$ cat src/rtl/led_pattern_gen.sv
// LED pattern generator: a programmable prescaler produces a step tick that advances
// an N_LED-wide pattern (binary up/down, rotate-left, bounce); manual step and pause supported.
module led_pattern_gen #(
  parameter int N_LED    = 4,
  parameter int TICK_DIV = 100000000
) (
  input  logic             clock,
  input  logic             reset,
  input  logic             enable,
  input  logic [1:0]       mode,
  input  logic [1:0]       speed,
  input  logic             step,
  output logic [N_LED-1:0] led,
  output logic             tick
);

  localparam int CW = $clog2(TICK_DIV + 1);

  typedef enum logic [1:0] {
    MODE_UP     = 2'd0,
    MODE_DOWN   = 2'd1,
    MODE_ROT    = 2'd2,
    MODE_BOUNCE = 2'd3
  } mode_t;

  typedef enum logic {
    DIR_LEFT  = 1'b0,
    DIR_RIGHT = 1'b1
  } dir_t;

  logic [CW-1:0]    cnt;
  logic [CW-1:0]    per_m1;
  logic [31:0]      shifted;
  logic [1:0]       mode_q;
  dir_t             dir;
  dir_t             dir_nxt;
  logic             tick_evt;
  logic             adv;
  logic [N_LED-1:0] nxt;
  logic [N_LED-1:0] start;

  // Period is clamped to at least one cycle, so per_m1 never underflows.
  always_comb begin
    shifted  = 32'(TICK_DIV) >> speed;
    per_m1   = (shifted > 32'd1) ? CW'(shifted - 32'd1) : '0;
    tick_evt = enable && (cnt >= per_m1);
    adv      = tick_evt || step;
  end

  always_comb begin
    nxt     = led;
    dir_nxt = dir;
    start   = '0;
    case (mode_t'(mode))
      MODE_UP:     start = '0;
      MODE_DOWN:   start = {N_LED{1'b1}};
      MODE_ROT:    start = N_LED'(1);
      MODE_BOUNCE: start = N_LED'(1);
      default:     start = '0;
    endcase
    case (mode_t'(mode_q))
      MODE_UP:   nxt = led + N_LED'(1);
      MODE_DOWN: nxt = led - N_LED'(1);
      // Shift-and-or form degenerates to a hold when N_LED is 1.
      MODE_ROT:  nxt = (led << 1) | (led >> (N_LED - 1));
      MODE_BOUNCE: begin
        if (N_LED == 1) begin
          nxt = led;
        end else if (dir == DIR_LEFT) begin
          nxt = led << 1;
          if (nxt[N_LED-1]) dir_nxt = DIR_RIGHT;
        end else begin
          nxt = led >> 1;
          if (nxt[0]) dir_nxt = DIR_LEFT;
        end
      end
      default: nxt = led;
    endcase
  end

  always_ff @(posedge clock) begin
    if (reset) begin
      cnt    <= '0;
      led    <= '0;
      mode_q <= 2'd0;
      dir    <= DIR_LEFT;
      tick   <= 1'b0;
    end else begin
      mode_q <= mode;
      if (enable) begin
        cnt <= tick_evt ? '0 : cnt + CW'(1);
      end
      // A mode change reloads the start value and swallows any advance that cycle.
      if (mode != mode_q) begin
        led  <= start;
        dir  <= DIR_LEFT;
        tick <= 1'b0;
      end else if (adv) begin
        led  <= nxt;
        dir  <= dir_nxt;
        tick <= 1'b1;
      end else begin
        tick <= 1'b0;
      end
    end
  end

endmodule

$ cat config.mk
export PLATFORM = sky130hd
export DESIGN_NAME = led_pattern_gen
export DESIGN_NICKNAME = d
export VERILOG_FILES = /design/src/rtl/led_pattern_gen.sv
export SDC_FILE = /design/constraint.sdc
export NUM_CORES = 1
export LEC_CHECK = 0
export ABC_AREA = 1
export CAP_MARGIN = 20
export CORE_ASPECT_RATIO = 1.75
export CORE_MARGIN = 5
export CORE_UTILIZATION = 55
export DETAILED_ROUTE_END_ITERATION = 7
export PLACE_DENSITY = 0.72
export RECOVER_POWER = 100
export SYNTH_ARGS = -nofsm -noshare
export SYNTH_HDL_FRONTEND = slang
export SYNTH_SLANG_ARGS = --single-unit
$ cat constraint.sdc
create_clock -name clock -period 2.85 [get_ports clock]
set_input_delay 0.7125 -clock clock [delete_from_list [all_inputs] [get_ports clock]]
set_output_delay 0.7125 -clock clock [all_outputs]
set_load 0.02 [all_outputs]
==> results of run 1 <==
## sequential cells by signal (all words and copies together) (netlist names)
name / count
dir: 1
tick: 1
mode_q: 2
cnt: 27
led: 4
## tightest hold or removal path, cell delays in order, from the launching register on
cell	delay (ns)
dfxtp_1	0.34
nand2_1	0.07
a21oi_1	0.05
## logic make-up (layout without fill, tap and decap cells)
group,Yosys count,after routing
AO/OA/AOI/OAI,45,45
XOR/XNOR,15,15
adder cells (fa/ha/maj),32,32
buffers and inverters,54,89
flip-flops,35,35
other,2,9
AND/OR/NAND/NOR,186,186
## repair_timing
| action | in CTS | in global routing |
|---|---|---|
| cloned | 0 | 0 |
| resized for setup | 3 | 3 |
| pin swaps | 0 | 1 |
| buffers inserted | 0 | 1 |
| setup endpoints to repair | 30 | 6 |
## through the flow
| step | power, uW | setup TNS (ns) |
|---|---|---|
| 6_report | 1092 | 0 |
| 5_1_grt | 1155 | -0.002014 |
| 4_1_cts | 1104 | 0 |
| 3_5_place_dp | 713.7 | -11.09 |
| 3_3_place_gp | 709.4 | -8.749 |
| 2_1_floorplan | 634.1 | 0 |
## routing by layer
layer / routed length (um) / vias up
met5: 0 / -
met4: 242 / 0
met3: 116 / 22
met2: 3271 / 39
met1: 2350 / 1120
li1: - / 1287
## worst min-delay path by stage
stage	from	endpoint	slack (ns)
floorplan	cnt[0]	cnt[0]	0.47
global placement	cnt[0]	cnt[0]	0.49
detailed placement	cnt[0]	cnt[0]	0.49
CTS	cnt[0]	cnt[0]	0.50
global route	cnt[1]	cnt[1]	0.54
finish	cnt[0]	cnt[0]	0.50
## report_power, final
part	internal, uW	switching, uW	total, uW
registers	499	16.1	515
logic	81.7	104	186
clock network	221	170	390
total	802	290	1090
## final cells by class
class | instances | area [um^2]
Multi-Input combinational cell | 287 | 1707
Fill cell | 409 | 1582
Sequential cell | 35 | 700.7
Timing Repair Buffer | 31 | 281.5
Inverter | 50 | 188.9
Clock buffer | 8 | 100.1
Tap cell | 52 | 65.06
## cell usage after synthesis, types with 3 or more instances
library cell,number
xor2_1,8
nand2_2,7
a21o_1,3
a21oi_1,23
nor4_1,3
ha_1,31
nand2_1,74
o21ai_0,7
dfxtp_1,35
nor3_1,12
inv_1,47
xnor2_1,7
nand4_1,11
nor2_1,54
nand3_1,14
==> metrics.cfg, run 1 <==
[run_status]
outcome=complete, no violations

[synthesis]
synth.top_cell.area_share_pct=27.13
avgSynthCellArea_um2=6.999
ys_top_cells_by_area=dfxtp_1 27%, ha_1 15%, nand2_1 11%, nor2_1 7.8%, inv_1 6.8%
synth_simple_gate_area_share_pct=33.43
synth_fa_ha_area_share_pct=15.79
async_flop_share_pct=0
yosysWarnings=0
synthXorXnorAreaFrac_pct=5.087
muxShareOfSynthArea_pct=0
postSynthCellCount=369
synth_edf_count=0
netlist_area_um2=2582
synth_top_flop_cell=dfxtp_1
synth_largest_area_cell=dfxtp_1
yosysUniqueCellTypes=39
ys_seq_elements=35
synth_top_family_by_area=simple AND/OR/NAND/NOR gates
synth-seq-area-share_pct=27.13
synth_compound_gate_area_share_pct=10.17

[drt]
drtPass1Iterations=5
wl_mm=5.980
drc_errors=0
first_iter_violations=50
wire_per_inst_um=12.92
ant_nets=0
vias=2468
via_per_inst=5.330

[worst_setup_path]
cp_common_cell=nand2_1
cp_max_fo=16
r2r_end=led[3]
end_kind=flip-flop
slowest_delay_ns=0.31
worstSetupPathDepth=16
r2r_slack_ns=0.82
crit_end=cnt[15]
reg2reg_from=mode_q[1]
crit_required_ns=3.04
cp_cell_sequence=dlygate4sd2_1 -> nor2_2 -> inv_1 -> ha_1 -> ha_1 -> nand2_1 -> nor2_1 -> and2_1 -> nand2_1 -> nand3_1 -> nand2_1 -> nand3_1 -> nand2_2 -> nand2_2 -> buf_12 -> a211oi_1
startpoint_type=input port
slowest_stage=ha_1
arrival_ns=2.89
crit_buf_inv=3
critPathTopFamily=simple AND/OR/NAND/NOR gates
reg2regPathDepth=12
worstSetupStartpoint=speed[0]
criticalPathCategory=input port to flip-flop

[power]
ir_drop_v=0.0003454
p_leak_uw=0.001497
power.density_nw_per_um2=358.8

[die]
core_area_um2=4624
die_h_um=100.6
start_util_pct=55.84
io_pins=13
design.die.area_um2=6220
row_count=33
die_w_um=61.80

[sta]
fin_crit_sh_pct=94.83
fin_ws_ns=0.1473
setup_viol=0
final-hold-violation-count=0
fin_skew_ns=0.005091
fin_crit_ns=2.703
max_clock_freq_ghz=0.3700
slew_viol_final=0
whs_ns=0.5045

[global_routing]
grt-busiest-layer=met2
grt_pass1_wl_mm=10.41
antenna_found_initial=0
met3_usage_pct=3.077
grtUsageMet2_pct=38.74
grtUsageMet1_pct=23.81
grt_pass1_vias=2438
grt_max_degree=17
grt_remaining_overflow=0
grtUsageTotal_pct=21.77

[clock_network]
cts_sinks=35
cts_max_level=2
clkTransAtPathRegs_ns=0.07
cts-root-buf=clkbuf_8
cts_buffers=5
cts_tree=done
insertion_delay_ns=0.28
postCtsHoldBufs=0
cts_buffer_depth=2

[cells_and_area]
final_cell_mix=74 x nand2_1, 53 x nor2_1, 47 x inv_1
antenna_cells=0
fin_area_um2=3043
finalNonFillerCells=463
post-route-util_pct=65.80
nets=450
final_common_cell=nand2_1
drive_above_1_share_pct=11.92
syn_to_final_growth_pct=17.83

[placement]
pre_cts_slack_ns=-0.4470
place_area_um2=2934
place_inst=454
port-buffer-count=12
gp_congestion=0.8719
hpwl_mm=4.888

[run]
maxCapViolCount=0

[hold_path]
holdPathStages=2
hp-class=flip-flop to flip-flop

Note: power is estimated with default switching activity, not from simulation.
==> inputs of run 2 (changes only) <==
CTS_BUF_LIST = sky130_fd_sc_hd__clkbuf_8   (was default)
==> run 2 against run 1 <==
Effect of this change: sequential cell count stayed put; utilization is the same; via count up 0.49%; highest routed layer unchanged; sequential power about the same; largest power group unchanged; design area unchanged; cell count stayed put; critical endpoint unchanged; worst setup slack hardly changed.
==> metrics.cfg, run 2 (synthesis gave the netlist of run 1 again) <==
[run_status]
outcome=complete, no violations

[drt]
wire_per_inst_um=12.94
ant_nets=0
vias=2480
wl_mm=5.990
drtPass1Iterations=5
drc_errors=0
first_iter_violations=50
via_per_inst=5.356

[worst_setup_path]
end_kind=flip-flop
reg2regPathDepth=12
cp_max_fo=16
criticalPathCategory=input port to flip-flop
r2r_slack_ns=0.82
reg2reg_from=mode_q[1]
worstSetupStartpoint=speed[0]
startpoint_type=input port
arrival_ns=2.89
r2r_end=led[3]
crit_required_ns=3.04
crit_end=cnt[15]

[cells_and_area]
final_cell_mix=74 x nand2_1, 53 x nor2_1, 48 x inv_1
final_common_cell=nand2_1
largest_reg_flops=27
fin_area_um2=3043
syn_to_final_growth_pct=17.83
drive_above_1_share_pct=11.92
finalNonFillerCells=463
antenna_cells=0
regMostFlops=cnt
largest_registers=cnt: 27 flops, led: 4 flops, mode_q: 2 flops
nets=450
post-route-util_pct=65.80

[placement]
place_area_um2=2934
port-buffer-count=12
hpwl_mm=4.888
place_inst=454
gp_congestion=0.8719

[clock_network]
clkTransAtPathRegs_ns=0.07
cts_buffer_depth=2
insertion_delay_ns=0.28
cts-root-buf=clkbuf_8
cts_tree=done
cts_buffers=5
cts_sinks=35
cts_max_level=2
postCtsHoldBufs=0

[die]
die_w_um=61.80
io_pins=13
core_area_um2=4624
row_count=33
design.die.area_um2=6220
start_util_pct=55.84
die_h_um=100.6

[sta]
setup_viol=0
fin_crit_ns=2.703
fin_crit_sh_pct=94.83
fin_skew_ns=0.005054
final-hold-violation-count=0
max_clock_freq_ghz=0.3700
slew_viol_final=0

[global_routing]
grt_pass1_vias=2438
grtUsageTotal_pct=21.77
grt_remaining_overflow=0
grt_pass1_wl_mm=10.41
grt_max_degree=17
antenna_found_initial=0

[run]
maxCapViolCount=0

[power]
power.density_nw_per_um2=358.1
p_leak_uw=0.001501
ir_drop_v=0.0003494

[hold_path]
hp-class=flip-flop to flip-flop

run 2: changes by cell type in the layout (fill, tap and decap cells not counted):
cell,previous run,this run
inv_1,47,48
clkbuf_1,1,0
run 2: critical path: stages:
cell	delay, ns
dlygate4sd2_1	0.29
nor2_2	0.14
inv_1	0.05
ha_1	0.27
ha_1	0.31
nand2_1	0.09
nor2_1	0.04
and2_1	0.14
nand2_1	0.05
nand3_1	0.06
nand2_1	0.06
nand3_1	0.09
nand2_2	0.13
nand2_2	0.10
buf_12	0.16
a211oi_1	0.18
run 2: through the flow:
stage	total power (uW)	hold slack (ns)	TNS [ns]	setup WS [ns]
5_1_grt	1152	0.5433	-0.002014	-0.002014
3_3_place_gp	709.4	0.4926	-8.749	-0.3277
3_5_place_dp	713.7	0.4928	-11.09	-0.4470
6_report	1090	0.5048	0	0.1473
2_1_floorplan	634.1	0.4691	0	0.2733
4_1_cts	1100	0.5039	0	0.1229
run 2: metal layers:
metal / track usage [%] / vias to the layer above / wire (um)
met5: 0 / - / 0
met4: 10.78 / 0 / 241
met3: 3.077 / 22 / 131
met2: 38.74 / 46 / 3269
met1: 23.81 / 1125 / 2348
li1: - / 1287 / -
run 2: where the power goes:
group	switching, uW	total [uW]	internal (uW)
Sequential	16.2	516	499
Combinational	105	186	81.7
Clock	171	388	217
run 2: cell type report:
type,count,area (um^2)
Fill cell,409,1582
Sequential cell,35,700.7
Clock buffer,7,96.34
Inverter,50,188.9
Clock inverter,1,3.754
Timing Repair Buffer,31,281.5
Multi-Input combinational cell,287,1707
Tap cell,52,65.06
run 2: timing repair:
item / CTS / global route
endpoints found under the setup margin: 30 / 6
resized for setup: 3 / 3
setup buffers: 0 / 1
endpoints found under the hold margin: 0 / 0
pin swaps: 0 / 1
run 2: how the worst min path moves through the flow:
stage	startpoint	end	slack (ns)	cells past startpoint
3_3_place_gp	cnt[0]	cnt[0]	0.49	2
4_1_cts	cnt[0]	cnt[0]	0.50	2
2_1_floorplan	cnt[0]	cnt[0]	0.47	2
3_5_place_dp	cnt[0]	cnt[0]	0.49	2
6_report	cnt[0]	cnt[0]	0.50	2
5_1_grt	cnt[1]	cnt[1]	0.54	2
==> inputs of run 3 (changes only) <==
CORE_MARGIN = 1.5   (was 5)
GPL_ROUTABILITY_DRIVEN = 0   (was default)
==> run 3 against run 2 <==
Effect of this change: clock skew rose by 0.0038 ns; first-iteration DRC count rose by 2.0%; non-clock buffer count rose by 1.
==> metrics.cfg, run 3 (synthesis gave the netlist of run 1 again) <==
[sta]
rsz0062_at_grt=no
slew_viol_final=0
fin_skew_ns=0.008838
setup_viol=0
max_clock_freq_ghz=0.3961
fin_crit_sh_pct=88.59
fin_ws_ns=0.3251
fin_crit_ns=2.525
final-hold-violation-count=0
whs_ns=0.5108

[die]
die_w_um=54.80
core_area_um2=4444
row_count=32
start_util_pct=58.11
io_pins=13
design.die.area_um2=5132
die_h_um=93.65

[global_routing]
grt_max_degree=18
grt_remaining_overflow=0
grtUsageTotal_pct=26.42
grt_pass1_wl_mm=10.04
grt_pass1_vias=2461
antenna_found_initial=0

[clock_network]
insertion_delay_ns=0.29
cts_buffer_depth=2
cts_sinks=35
cts_buffers=5
cts_max_level=2
clkTransAtPathRegs_ns=0.07
cts_tree=done
cts-root-buf=clkbuf_8

[cells_and_area]
largest_registers=cnt: 27 flops, led: 4 flops, mode_q: 2 flops
antenna_cells=0
nets=451
final_cell_mix=74 x nand2_1, 52 x nor2_1, 46 x inv_1
fillers=415
regMostFlops=cnt
regArea_um2=700.7
syn_to_final_growth_pct=17.78
drive_above_1_share_pct=12.41
largest_reg_flops=27
multi_input_area_um2=1724
final_common_cell=nand2_1

[drt]
wl_mm=5.962
via_per_inst=5.372
vias=2482
wire_per_inst_um=12.90
ant_nets=0
drc_errors=0
drtPass1Iterations=4
first_iter_violations=51

[power]
power.density_nw_per_um2=349.9
ir_drop_v=0.0004735
p_leak_uw=0.001492

[run]
maxCapViolCount=0

[worst_setup_path]
arrival_ns=2.70
r2r_end=led[3]
reg2regPathDepth=12
criticalPathCategory=input port to flip-flop
startpoint_type=input port
r2r_slack_ns=0.82
end_kind=flip-flop
crit_required_ns=3.03
cp_max_fo=10
reg2reg_from=mode_q[1]

[hold_path]
hold-path-endpoint=cnt[0]
holdPathStages=2
hp-class=flip-flop to flip-flop
min_from=cnt[0]

[placement]
port-buffer-count=12
hpwl_mm=4.926
pre_cts_slack_ns=-0.3704

[run_status]
outcome=complete, no violations

==> run 3: cell count changes in the layout (fill, tap and decap cells not counted), sizes merged <==
| cell | change |
|---|---|
| clkbuf | +2 |
| buf | -2 |
| inv | -1 |
| clkinv | +1 |
| dlygate4sd2 | -1 |
| dlymetal6s2s | +1 |
==> run 3: metal layers <==
layer	wire (um)	GRT usage [%]	up-vias
met3	129	3.035	12
li1	-	-	1285
met4	140	8.958	0
met5	0	0	-
met1	2315	25.63	1153
met2	3376	52.08	32
==> run 3: worst max-delay path: stages <==
cell and delay (ns):
dlymetal6s2s_1 0.15, clkbuf_1 0.12, nor2_2 0.13, inv_1 0.07, clkbuf_4 0.14, ha_1 0.28, nand2_1 0.05, nor2_1 0.16
and2_0 0.15, nand2_1 0.05, nand3_1 0.07, nand2_1 0.05, nand3_1 0.11, nand2_2 0.08, nand2_1 0.12, buf_4 0.19
a21oi_1 0.06
==> run 3: what timing repair did <==
item,in CTS,in global routing
buffers inserted,1,0
resized for setup,5,7
hold buffers,0,0
pin swaps,2,2
setup endpoints to repair,15,33
==> run 3: worst max path at each step <==
stage                        end  startpoint  depth (start not counted)
after floorplan           cnt[2]    speed[1]                         16
after global placement    cnt[4]    speed[1]                         17
after detailed placement  cnt[4]    speed[1]                         17
after CTS                 cnt[4]    speed[1]                         17
after global routing      led[3]    speed[1]                         18
final                     cnt[1]    speed[1]                         17
==> run 3: layout make-up <==
cell class,count,share of cell area [%]
clock inverter,1,0.1645
multi-input combinational,287,56.68
timing repair buffer,32,9.091
sequential,35,23.04
inverter,50,6.211
clock buffer,6,2.715
tap,51,2.098
==> run 3: power by group <==
part / switching, uW / internal (uW)
clock network: 171 / 189
registers: 16.2 / 499
logic: 106 / 82.4
total: 293 / 771
==> run 3: metrics by stage <==
step	cells	total power [uW]	setup TNS [ns]	utilization, %	area (um^2)
3_3_place_gp	454	709.7	-7.258	65.88	2928
4_1_cts	462	1074	0	68.67	3052
5_1_grt	462	1114	0	68.44	3042
6_report	462	1064	0	68.44	3042
3_5_place_dp	454	713.4	-9.680	65.88	2928
2_1_floorplan	376	634.1	0	-	2609
